==> config.mk <==
export PLATFORM = sky130hd
export DESIGN_NAME = isp_uart_tx_stream_flat
export DESIGN_NICKNAME = d
export VERILOG_FILES = /design/src/rtl/isp_uart_tx_stream_if.sv /design/src/rtl/isp_uart_tx_stream.sv /design/src/flat_wrapper.sv
export SDC_FILE = /design/constraint.sdc
export NUM_CORES = 1
export LEC_CHECK = 0
export CAP_MARGIN = 20
export CORE_MARGIN = 1
export CORE_UTILIZATION = 60
export CTS_CLUSTER_DIAMETER = 80
export DETAILED_ROUTE_END_ITERATION = 6
export GPL_TIMING_DRIVEN = 0
export HOLD_SLACK_MARGIN = 0.03
export PLACE_DENSITY = 0.79
export SETUP_SLACK_MARGIN = 0.3
export SYNTH_ARGS = -nofsm -noshare
export SYNTH_HDL_FRONTEND = slang
export SYNTH_SLANG_ARGS = --single-unit
==> constraint.sdc <==
create_clock -name clk -period 3.7 [get_ports clk]
set_clock_uncertainty 0.2 [all_clocks]
set_input_delay 0.74 -clock clk [delete_from_list [all_inputs] [get_ports clk]]
set_output_delay 0.74 -clock clk [all_outputs]
set_load 0.1 [all_outputs]
==> src/rtl/isp_uart_tx_stream_if.sv <==
// Write-side and line-status signals of the ISP UART byte transmitter.
// The producer (bench or host state machine) uses master; the transmitter uses slave.
interface isp_uart_tx_stream_if #(
    parameter int FIFO_AW = 3
);
    logic               wr_en;
    logic [7:0]         wr_data;
    logic               full;
    logic               empty;
    logic [FIFO_AW:0]   count;
    logic               busy;
    logic               uart_tx;

    modport master (
        output wr_en, wr_data,
        input  full, empty, count, busy, uart_tx
    );

    modport slave (
        input  wr_en, wr_data,
        output full, empty, count, busy, uart_tx
    );
endinterface

==> src/rtl/isp_uart_tx_stream.sv <==
// 8N1 UART transmitter fed by a small circular FIFO; drives the SoC ISP UART rx pin.
// Line and busy are registered one cycle behind the FSM state, so no input reaches uart_tx combinationally.
module isp_uart_tx_stream #(
    parameter int CLK_DIV = 434,
    parameter int FIFO_AW = 3
) (
    input  logic               clk,
    input  logic               rst,
    isp_uart_tx_stream_if.slave bus
);
    localparam int                 DEPTH     = 2 ** FIFO_AW;
    localparam logic [15:0]        DIV_LAST  = 16'(CLK_DIV - 1);
    localparam logic [FIFO_AW:0]   DEPTH_CNT = (FIFO_AW + 1)'(DEPTH);
    localparam logic [FIFO_AW-1:0] PTR_ONE   = 1;
    localparam logic [FIFO_AW:0]   CNT_ONE   = 1;

    typedef enum logic [1:0] {IDLE, START, DATA, STOP} state_t;

    logic [7:0]         mem [DEPTH];
    logic [FIFO_AW-1:0] wr_ptr_reg, rd_ptr_reg;
    logic [FIFO_AW:0]   count_reg, count_next;
    logic               full_reg, empty_reg;

    state_t             state_reg, state_next;
    logic [15:0]        div_reg, div_next;
    logic [2:0]         bit_idx_reg, bit_idx_next;
    logic [7:0]         shift_reg, shift_next;
    logic               uart_tx_reg, busy_reg;
    logic               line_bit;
    logic               push, pop;

    // A write against a full FIFO is dropped even when a pop frees a slot this cycle.
    assign push = bus.wr_en & ~full_reg;

    always_comb begin
        state_next   = state_reg;
        div_next     = div_reg;
        bit_idx_next = bit_idx_reg;
        shift_next   = shift_reg;
        pop          = 1'b0;
        line_bit     = 1'b1;
        case (state_reg)
            IDLE: begin
                if (!empty_reg) begin
                    pop        = 1'b1;
                    shift_next = mem[rd_ptr_reg];
                    div_next   = 16'd0;
                    state_next = START;
                end
            end
            START: begin
                line_bit = 1'b0;
                if (div_reg == DIV_LAST) begin
                    div_next     = 16'd0;
                    bit_idx_next = 3'd0;
                    state_next   = DATA;
                end else begin
                    div_next = div_reg + 16'd1;
                end
            end
            DATA: begin
                line_bit = shift_reg[0];
                if (div_reg == DIV_LAST) begin
                    div_next   = 16'd0;
                    shift_next = {1'b0, shift_reg[7:1]};
                    if (bit_idx_reg == 3'd7) begin
                        state_next = STOP;
                    end else begin
                        bit_idx_next = bit_idx_reg + 3'd1;
                    end
                end else begin
                    div_next = div_reg + 16'd1;
                end
            end
            STOP: begin
                if (div_reg == DIV_LAST) begin
                    div_next = 16'd0;
                    // Chain straight into the next start bit so back-to-back frames have no gap.
                    if (!empty_reg) begin
                        pop        = 1'b1;
                        shift_next = mem[rd_ptr_reg];
                        state_next = START;
                    end else begin
                        state_next = IDLE;
                    end
                end else begin
                    div_next = div_reg + 16'd1;
                end
            end
            default: state_next = IDLE;
        endcase
    end

    always_comb begin
        count_next = count_reg;
        case ({push, pop})
            2'b10:   count_next = count_reg + CNT_ONE;
            2'b01:   count_next = count_reg - CNT_ONE;
            default: count_next = count_reg;
        endcase
    end

    always_ff @(posedge clk) begin
        if (push) begin
            mem[wr_ptr_reg] <= bus.wr_data;
        end
    end

    always_ff @(posedge clk) begin
        if (rst) begin
            wr_ptr_reg  <= '0;
            rd_ptr_reg  <= '0;
            count_reg   <= '0;
            full_reg    <= 1'b0;
            empty_reg   <= 1'b1;
            state_reg   <= IDLE;
            div_reg     <= 16'd0;
            bit_idx_reg <= 3'd0;
            shift_reg   <= 8'd0;
            uart_tx_reg <= 1'b1;
            busy_reg    <= 1'b0;
        end else begin
            if (push) begin
                wr_ptr_reg <= wr_ptr_reg + PTR_ONE;
            end
            if (pop) begin
                rd_ptr_reg <= rd_ptr_reg + PTR_ONE;
            end
            count_reg   <= count_next;
            full_reg    <= (count_next == DEPTH_CNT);
            empty_reg   <= (count_next == '0);
            state_reg   <= state_next;
            div_reg     <= div_next;
            bit_idx_reg <= bit_idx_next;
            shift_reg   <= shift_next;
            uart_tx_reg <= line_bit;
            busy_reg    <= (state_reg != IDLE);
        end
    end

    assign bus.full    = full_reg;
    assign bus.empty   = empty_reg;
    assign bus.count   = count_reg;
    assign bus.busy    = busy_reg;
    assign bus.uart_tx = uart_tx_reg;
endmodule

==> src/flat_wrapper.sv <==
// flat-port wrapper written by rule: the top's interface ports become plain ports
module isp_uart_tx_stream_flat 
#(
    parameter int CLK_DIV = 434,
    parameter int FIFO_AW = 3
)
  (clk, rst, bus_wr_en, bus_wr_data, bus_full, bus_empty, bus_count, bus_busy, bus_uart_tx);
  isp_uart_tx_stream_if #(.FIFO_AW(FIFO_AW)) bus_i ();
  input  logic clk;
  input  logic rst;
  input wire logic [$bits(bus_i.wr_en)-1:0] bus_wr_en;
  input wire logic [$bits(bus_i.wr_data)-1:0] bus_wr_data;
  output wire logic [$bits(bus_i.full)-1:0] bus_full;
  output wire logic [$bits(bus_i.empty)-1:0] bus_empty;
  output wire logic [$bits(bus_i.count)-1:0] bus_count;
  output wire logic [$bits(bus_i.busy)-1:0] bus_busy;
  output wire logic [$bits(bus_i.uart_tx)-1:0] bus_uart_tx;
  assign bus_i.wr_en = bus_wr_en;
  assign bus_i.wr_data = bus_wr_data;
  assign bus_full = bus_i.full;
  assign bus_empty = bus_i.empty;
  assign bus_count = bus_i.count;
  assign bus_busy = bus_i.busy;
  assign bus_uart_tx = bus_i.uart_tx;
  isp_uart_tx_stream #(.CLK_DIV(CLK_DIV), .FIFO_AW(FIFO_AW)) u_core (.clk(clk), .rst(rst), .bus(bus_i));
endmodule
After elaboration in Yosys (flattened, before gate mapping)
Memory sizes are Yosys's and may differ from the RTL's. A register that Yosys moved wholly into a read port is not among the register bits. Cells that the tools add are included.

RAM bits: 64. Register bits after elaboration: 43. Input bits: 11. Memories kept: 1. Output and inout bits: 8. Logic and storage cells: 70.

Mux-type cells: 27. $add $sub $neg: 6. Bitwise gates (word level): 2. Reductions and logical operators: 9. Equal/unequal tests: 14.

Memory list: u_core.mem (words 8, width 8, rd ports 1, clocked after memory_dff 1, wr ports 1, line isp_uart_tx_stream.sv:19) `logic [7:0] mem [DEPTH];`.

Operator list (number): 2-to-1 mux 16 bit (2); one-hot mux 16 bit (2 select lines) (1); 2-to-1 mux 8 bit (3); one-hot mux 8 bit (3 select lines) (1); adder 16 x 1 -> 16 bit (second input constant) (1); equality test 16 x 9 -> 1 bit (second input constant) (1); 2-to-1 mux 3 bit (5); 2-to-1 mux 2 bit (5); adder 3 x 1 -> 3 bit (second input constant) (3); inequality test 2 x 1 -> 1 bit (second input constant) (4); one-hot mux 2 bit (4 select lines) (1); one-hot mux 4 bit (2 select lines) (1); equality test 2 bit (second input constant) (3); one-hot mux 3 bit (2 select lines) (1); 2-to-1 mux 1 bit (5); AND reduction 5 bit (1); adder 4 x 1 -> 4 bit (second input constant) (1); equality test 2 x 1 -> 1 bit (second input constant) (2); equality test 4 bit (second input constant) (1); zero test 4 bit (1); inequality test 2 bit (second input constant) (2); one-hot mux 1 bit (2 select lines) (2); AND reduction 4 bit (1); nonzero test 2 bit (2); other kinds (8) (8).

Depth between registers and ports, before layout
Gate-level depths: netlist (run 1).

Depth in word-level cells: 6. Mapped depth: 13. Mapped depth without buffers: 12.

Least setup slack after synthesis (run 1)
Ideal clock, no wire load.

Path kind: register to register. Start point: register u_core.full_reg (netlist: u_core.bus.full). End point: register u_core.full_reg (netlist: u_core.bus.full). Setup time: 0.092 ns. Setup slack: 0.652 ns. Data required time: 3.408 ns. Path buffers: 0. Arrival time: 2.756 ns. Stages on the path, launching flop included: 12. Clock period less this slack: 3.048 ns. Path through: dfxtp_1 and2b_1 inv_2 nand3_1 o21ai_4 xor2_1 ha_1 a21oi_1 nor2b_1 mux2i_1 xor2_1 nor4bb_1.

Cells in the longest elaborated chain, start to end: 5. Elaborated cells between the ends (all ways): 6. Those cells by class: eq/ne (3); mux (1); bitwise (2).

Ends and longest elaborated chain: from (decl) (line isp_uart_tx_stream.sv:22) `logic full_reg, empty_reg;`; from (signal assigned) (line isp_uart_tx_stream.sv:130) `full_reg <= (count_next == DEPTH_CNT);`; inverter 1 bit (*) (line isp_uart_tx_stream.sv:33) `assign push = bus.wr_en & ~full_reg;`; AND 1 bit (*) (line isp_uart_tx_stream.sv:33); equality test 2 x 1 -> 1 bit / equality test 2 bit (equally long branches) (line isp_uart_tx_stream.sv:96) `case ({push, pop})`; one-hot mux 4 bit (2 select lines) (*) (line isp_uart_tx_stream.sv:96); equality test 4 bit (*) (line isp_uart_tx_stream.sv:130).

Every way passes the cells marked *; elsewhere a longest branch is shown, timed or not. A chain may end at the register's enable or synchronous reset.

Worst setup path in the final report (run 1)
Start point: register u_core.div_reg[0]. End point: register u_core.full_reg (netlist: u_core.bus.full).

Cells in the longest elaborated chain, start to end: 6. Elaborated cells between the ends (all ways): 7. Those cells by class: eq/ne (4); mux (3).

Ends and longest elaborated chain: from (decl) (line isp_uart_tx_stream.sv:25) `logic [15:0] div_reg, div_next;`; from (signal assigned) (line isp_uart_tx_stream.sv:133) `div_reg <= div_next;`; equality test 16 x 9 -> 1 bit (*) (line isp_uart_tx_stream.sv:76) `if (div_reg == DIV_LAST) begin`; 2-to-1 mux 1 bit (*) (line isp_uart_tx_stream.sv:76); one-hot mux 1 bit (2 select lines) (*) (line isp_uart_tx_stream.sv:42) `case (state_reg)`; equality test 2 x 1 -> 1 bit / equality test 2 bit (equally long branches) (line isp_uart_tx_stream.sv:96); one-hot mux 4 bit (2 select lines) (*) (line isp_uart_tx_stream.sv:96); equality test 4 bit (*) (line isp_uart_tx_stream.sv:130).

Marks and branches as above.

==> flow_metrics.py, run 1 <==
metrics = {
    "run_status": {
        "status": "complete, no violations",
    },
    "power_and_ir_drop": {
        "power_density_nw_per_um2": 686,
        "vdd_drop_max_v": 0.000582,
        "p_leak_nw": 1.80,
    },
    "global_routing": {
        "grt_max_degree": 21,
        "antenna_found_initial": 0,
        "grt_use_total": 0.233,
        "overflow": 0,
        "grt_pass1_vias": 2790,
        "grt_pass1_wl_um": 14400,
    },
    "critical_path": {
        "path_cells": "ha_1, nor3b_1, and4_1, buf_4, a21oi_2, nor3_4, ha_1, a21oi_1, nor2b_1, mux2i_1, xor2_1, nor4bb_1",
        "worstSetupStartpoint": "u_core.div_reg[0]$_SDFFE_PP0N_",
        "worstPathRequired_ns": 3.78,
        "critical_path.max_fanout": 7,
        "path_common_cell": "ha_1",
        "crit_type": "reg2reg",
        "cp-start-kind": "register",
        "r2r_start": "u_core.div_reg[0]$_SDFFE_PP0N_",
        "r2r_cells": 12,
        "arrival_ns": 3.16,
        "r2r_slack_ns": 0.63,
        "cp-endpoint": "u_core.bus.full$_SDFF_PP0_",
        "cpPeakStageDelay_ns": 0.40,
        "critPathSlowestCell": "dfxtp_1",
        "cp-end-kind": "register",
        "r2r_end": "u_core.bus.full$_SDFF_PP0_",
    },
    "logic_synthesis": {
        "synth_area_um2": 4700,
        "yosysWarnings": 0,
        "yosys_register_bits": 110,
        "ys_types": 45,
        "avgSynthCellArea_um2": 13.1,
        "synth_ff_type": "edfxtp_1",
        "synth_common_cells": "edfxtp_1, nor2_1, dfxtp_1, nand2_1, mux2i_1",
        "yosysSeqAreaShare": 0.605,
        "synthTopCellsByArea": "edfxtp_1, dfxtp_1, mux4_2",
        "synth_edf_count": 64,
        "post-synth-top-count-cell": "edfxtp_1",
        "netlist_instances": 359,
        "synth.top_cell.area_share": 0.409,
        "async_flop_share": 0,
        "synth_top_cell_by_area": "edfxtp_1",
        "synth_nets": 384,
    },
    "layout": {
        "num_antenna_cells": 0,
        "largest_reg_flops": 64,
        "area_growth_pct": 12.1,
        "drive_gt1_frac": 0.131,
        "fin_nets": 417,
        "finish.utilization": 0.711,
        "final_cells": 496,
    },
    "route": {
        "ant_nets": 0,
        "route.detailed.wl_per_inst_um": 17.7,
        "drt_iter0_drc": 220,
        "post-route-drc-count": 0,
        "drt-pass1-iter-count": 5,
        "routed_wl_um": 8780,
        "vias_per_cell": 5.75,
        "dr_total_vias": 2851,
    },
    "timing": {
        "fin_setup_tns_ns": 0,
        "fmax_mhz": 326,
        "layout_min_cycle_time_ns": 3.07,
        "finalHoldViolCount": 0,
        "worstMarginPinSlew_ns": 0.972,
        "hold-worst-slack_ns": 0.283,
        "maxSlewHeadroom": 0.350,
        "setup_viol": 0,
        "rsz0062_at_grt": "false",
        "fin_crit_sh": 0.830,
        "timing.final.max_slew_violations": 0,
    },
    "cts": {
        "tritoncts": "done",
        "cts_inserted_buffers": 9,
        "cts_resized": 0,
        "cts_hold_buffers": 0,
        "cts_sinks": 110,
        "postCtsSetupRepairBufs": 0,
        "path_clk_slew_ns": 0.11,
        "clkLatencyLatePin_ns": 0.37,
        "cts_root_buffer": "clkbuf_8",
        "htree_levels": 3,
        "cts_buffer_depth": 2,
    },
    "run": {
        "cap_violations": 0,
    },
    "floorplanning": {
        "num_io_pins": 19,
        "rows": 31,
        "die_h_um": 90.5,
        "die_w_um": 90.5,
        "coreArea_um2": 7410,
        "initial_utilization": 0.634,
        "dieArea_um2": 8190,
    },
    "place": {
        "dp_cells": 480,
        "dp_hpwl_um": 6050,
        "io_buffers": 17,
        "gp_congestion": 0.797,
    },
    "hold_path": {
        "hold_class": "reg2reg",
    },
}
[final cells by class]
class                   instances  area (um2)
clock buffers                   9         124
clock inverters                 7         109
flip-flops and latches        110        2840
well taps                      99         124
repair buffers                 22         205
multi-input cells             230        1780
plain buffers                  13        55.1
inverters                       6        22.5
fillers                       512        2140
[layout by cell type (no fill, tap or decap), types with 8 or more instances in the layout]
| cell | count |
|---|---|
| edfxtp_1 | 64 |
| nor2_1 | 49 |
| dfxtp_1 | 46 |
| nand2_1 | 27 |
| mux2i_1 | 20 |
| clkdlybuf4s50_1 | 17 |
| mux4_2 | 16 |
| xor2_1 | 14 |
| ha_1 | 14 |
| o21ai_0 | 11 |
| a21oi_1 | 11 |
| clkbuf_8 | 9 |
| nand2b_1 | 8 |
| clkbuf_1 | 8 |
[worst min-delay path by stage]
stage | cells after the start | to | start
final | 2 | u_core.bit_idx_reg[1]$_SDFFE_PP0P_ | u_core.bit_idx_reg[1]$_SDFFE_PP0P_
after global routing | 2 | u_core.bit_idx_reg[1]$_SDFFE_PP0P_ | u_core.bit_idx_reg[1]$_SDFFE_PP0P_
after CTS | 2 | u_core.bit_idx_reg[1]$_SDFFE_PP0P_ | u_core.bit_idx_reg[1]$_SDFFE_PP0P_
after detailed placement | 2 | u_core.bit_idx_reg[1]$_SDFFE_PP0P_ | u_core.bit_idx_reg[1]$_SDFFE_PP0P_
after global placement | 2 | u_core.bit_idx_reg[2]$_SDFFE_PP0P_ | u_core.bit_idx_reg[2]$_SDFFE_PP0P_
after floorplan | 2 | u_core.bit_idx_reg[1]$_SDFFE_PP0P_ | u_core.bit_idx_reg[1]$_SDFFE_PP0P_
[worst max-delay path, delay by kind of cell (launching register included)]
kind	cells	cell delay [ns]
simple gates	5	1.14
fa+ha+maj	2	0.44
flops	1	0.40
xor+xnor	1	0.26
compound gates	2	0.20
mux	1	0.18
buf+inv	1	0.17
[cell families (layout without fill, tap and decap cells)]
logic type / count (synthesis) / after routing / share of synthesized area
and+or+nand+nor: 127 / 127 / 0.139
DFF: 110 / 110 / 0.605
muxes: 36 / 36 / 0.119
AOI/OAI and AO/OA: 32 / 32 / 0.0432
xor gates and xnor gates: 21 / 21 / 0.0392
buffers and inverters: 19 / 57 / 0.0165
adders and majority gates: 14 / 14 / 0.0373
[metrics by stage]
step           power, mW  cell area (um2)  worst slack [ns]
3_5_place_dp        2.82             5030             0.400
4_1_cts             3.63             5270             0.619
6_report            3.61             5270             0.628
5_1_grt             3.79             5270             0.415
2_1_floorplan       2.53             4700             0.652
3_3_place_gp        2.77             4990            0.0187
[where the power goes]
group          switching [mW]  total, mW  internal [mW]
logic                   0.781       1.27          0.485
registers              0.0960       1.53           1.43
clock network           0.425      0.822          0.397
[metal layers]
layer  up-vias  wire, um  track usage
met5         -         0            0
met4         0        76       0.0591
met3         8       565       0.0556
met2        90      4180        0.365
met1      1375      3960        0.331
li1       1378         -            -
(Power assumes the default switching activity.)
==> run 2: changes to the inputs <==
==> constraint.sdc (replaced) <==
create_clock -name clk -period 3 [get_ports clk]
set_clock_uncertainty 0.2 [all_clocks]
set_input_delay 0.6 -clock clk [delete_from_list [all_inputs] [get_ports clk]]
set_output_delay 0.6 -clock clk [all_outputs]
set_load 0.1 [all_outputs]
==> flow_metrics.py, run 2 (synthesis results as in run 1) <==
metrics = {
    "run_status": {
        "status": "complete, no violations",
    },
    "layout": {
        "fin_area_um2": 5430,
        "area_growth_pct": 15.6,
        "mostFrequentLayoutCell": "edfxtp_1",
        "largest_reg_flops": 64,
        "num-fill-cells": 485,
        "num_antenna_cells": 0,
        "finish.utilization": 0.733,
        "drive_gt1_frac": 0.209,
        "layout_common_cells": "edfxtp_1, nor2_1, dfxtp_1, nand2_1, mux2i_1",
        "fin_nets": 427,
    },
    "global_routing": {
        "grt_pass1_wl_um": 14300,
        "grt_use_total": 0.232,
        "overflow": 0,
        "antenna_found_initial": 0,
        "grt_pass1_vias": 2859,
        "grt_max_degree": 20,
    },
    "timing": {
        "fin_crit_sh": 0.907,
        "timing.final.max_slew_violations": 0,
        "hold-worst-slack_ns": 0.276,
        "fmax_mhz": 368,
        "rsz0062_at_grt": "true",
        "worstMarginPinSlew_ns": 0.972,
        "finalHoldViolCount": 0,
        "fin_setup_tns_ns": 0,
        "maxSlewHeadroom": 0.350,
        "layout_min_cycle_time_ns": 2.72,
        "setup_viol": 0,
    },
    "critical_path": {
        "cp-end-kind": "register",
        "crit_type": "in2reg",
        "worstPathRequired_ns": 3.09,
        "critical_path.max_fanout": 3,
        "path_cells": "clkdlybuf4s50_1, and2b_2, inv_4, nand3_4, o21ai_4, xor2_1, ha_2, a21oi_2, nor2b_2, mux2i_1, xor2_1, nor4bb_2",
        "r2r_start": "u_core.state_reg[0]$_SDFFE_PP0P_",
        "path_common_cell": "xor2_1",
        "worst-path-buf-inv": 2,
        "arrival_ns": 2.81,
        "cpPeakStageDelay_ns": 0.39,
        "worstSetupStartpoint": "bus_wr_en",
        "crit_family": "simple AND/OR/NAND/NOR gates",
        "cp-start-kind": "input pin",
        "critPathSlowestCell": "clkdlybuf4s50_1",
    },
    "floorplanning": {
        "initial_utilization": 0.634,
        "die_w_um": 90.5,
        "coreArea_um2": 7410,
        "num_io_pins": 19,
        "die_h_um": 90.5,
        "rows": 31,
        "dieArea_um2": 8190,
    },
    "route": {
        "drt-pass1-iter-count": 5,
        "post-route-drc-count": 0,
        "routed_wl_um": 8890,
        "route.detailed.wl_per_inst_um": 17.6,
        "ant_nets": 0,
        "vias_per_cell": 5.82,
        "drt_iter0_drc": 112,
        "dr_total_vias": 2943,
    },
    "power_and_ir_drop": {
        "p_seq_frac": 0.417,
        "power.internal_mw": 2.88,
        "p_sw_mw": 1.66,
        "netSwitchingFraction": 0.365,
        "vdd_drop_max_v": 0.000814,
        "p_leak_nw": 1.87,
        "power_density_nw_per_um2": 835,
        "clockPowerShare": 0.201,
        "pwr-share-comb": 0.381,
    },
    "cts": {
        "clkLatencyLatePin_ns": 0.38,
        "cts_buffer_depth": 2,
        "path_clk_slew_ns": 0.11,
        "cts_inserted_buffers": 9,
        "tritoncts": "done",
        "cts_root_buffer": "clkbuf_8",
        "htree_levels": 3,
        "cts_sinks": 110,
    },
    "run": {
        "cap_violations": 0,
    },
    "place": {
        "dpl-instance-area_um2": 5050,
        "io_buffers": 17,
        "dp_hpwl_um": 5950,
        "gp_congestion": 0.799,
    },
    "hold_path": {
        "hold_class": "reg2reg",
        "min_from": "u_core.bit_idx_reg[1]$_SDFFE_PP0P_",
    },
}
==> run 2: final timing paths <==
kind	to	slack (ns)	depth (start not counted)
worst max-delay path	u_core.bus.full$_SDFF_PP0_	0.28	12
worst min-delay path	u_core.bit_idx_reg[1]$_SDFFE_PP0P_	0.28	2
worst max register to register	u_core.bus.full$_SDFF_PP0_	0.32	12
worst min register to register	u_core.bit_idx_reg[1]$_SDFFE_PP0P_	0.28	2
==> run 2: worst register-to-register path: stages, from the launching register on <==
cell and delay, ns:
dfxtp_4 0.37, inv_2 0.11, ha_4 0.24, nor2_4 0.15
nand3_4 0.09, o21ai_4 0.18, xor2_1 0.18, ha_2 0.20
a21oi_2 0.04, nor2b_2 0.16, mux2i_1 0.19, xor2_1 0.24
nor4bb_2 0.24
==> run 2: power by group through the flow <==
stage                     registers, mW  clock network (mW)  logic (mW)
after floorplan                    2.17                   0       0.969
after global placement             1.91                   0        1.53
after detailed placement           1.91                   0        1.58
after CTS                          1.88               0.935        1.66
after global routing               1.91               0.988        1.86
final                              1.89               0.913        1.73
==> run 2: area by class of cell <==
type                            instances  area (um2)  share of cell area
Buffer                                 13        60.1              0.0111
Clock buffer                           10         128              0.0235
Sequential cell                       110        2860               0.526
Timing Repair Buffer                   32         278              0.0512
Tap cell                               99         124              0.0228
Clock inverter                          6        75.1              0.0138
Inverter                                6        25.0             0.00461
Multi-Input combinational cell        230        1880               0.347
==> run 2: layer usage <==
metal / global-route usage / vias up / part of all wire
met5: 0 / - / 0
met4: 0.0699 / 0 / 0.014
met3: 0.0564 / 10 / 0.041
met2: 0.371 / 60 / 0.49
met1: 0.315 / 1475 / 0.45
li1: - / 1398 / -
==> run 2: metrics by stage <==
stage / cells / total power, mW / setup slack [ns]
floorplan: 359 / 3.14 / 0.340
global placement: 475 / 3.43 / -0.558
detailed placement: 480 / 3.49 / -0.238
CTS: 502 / 4.48 / 0.251
global route: 506 / 4.76 / 0.163
finish: 506 / 4.53 / 0.279
==> run 2: repair_timing <==
item,in CTS,in global routing
pin swaps,4,5
setup buffers,6,4
endpoints found under the setup margin,8,6
hold endpoints to repair,0,0
hold buffers,0,0
gates resized for setup,17,17
==> run 3: changes to the inputs <==
--- a/config.mk
+++ b/config.mk
@@ -5,10 +5,11 @@
 export SDC_FILE = /design/constraint.sdc
 export NUM_CORES = 1
 export LEC_CHECK = 0
-export CAP_MARGIN = 20
+export CAP_MARGIN = 15
 export CORE_MARGIN = 1
 export CORE_UTILIZATION = 60
 export CTS_CLUSTER_DIAMETER = 80
+export CTS_CLUSTER_SIZE = 25
 export DETAILED_ROUTE_END_ITERATION = 6
 export GPL_TIMING_DRIVEN = 0
 export HOLD_SLACK_MARGIN = 0.03
==> results of run 3 <==
No change in the layout: final DEF, timing and power equal those of run 2.
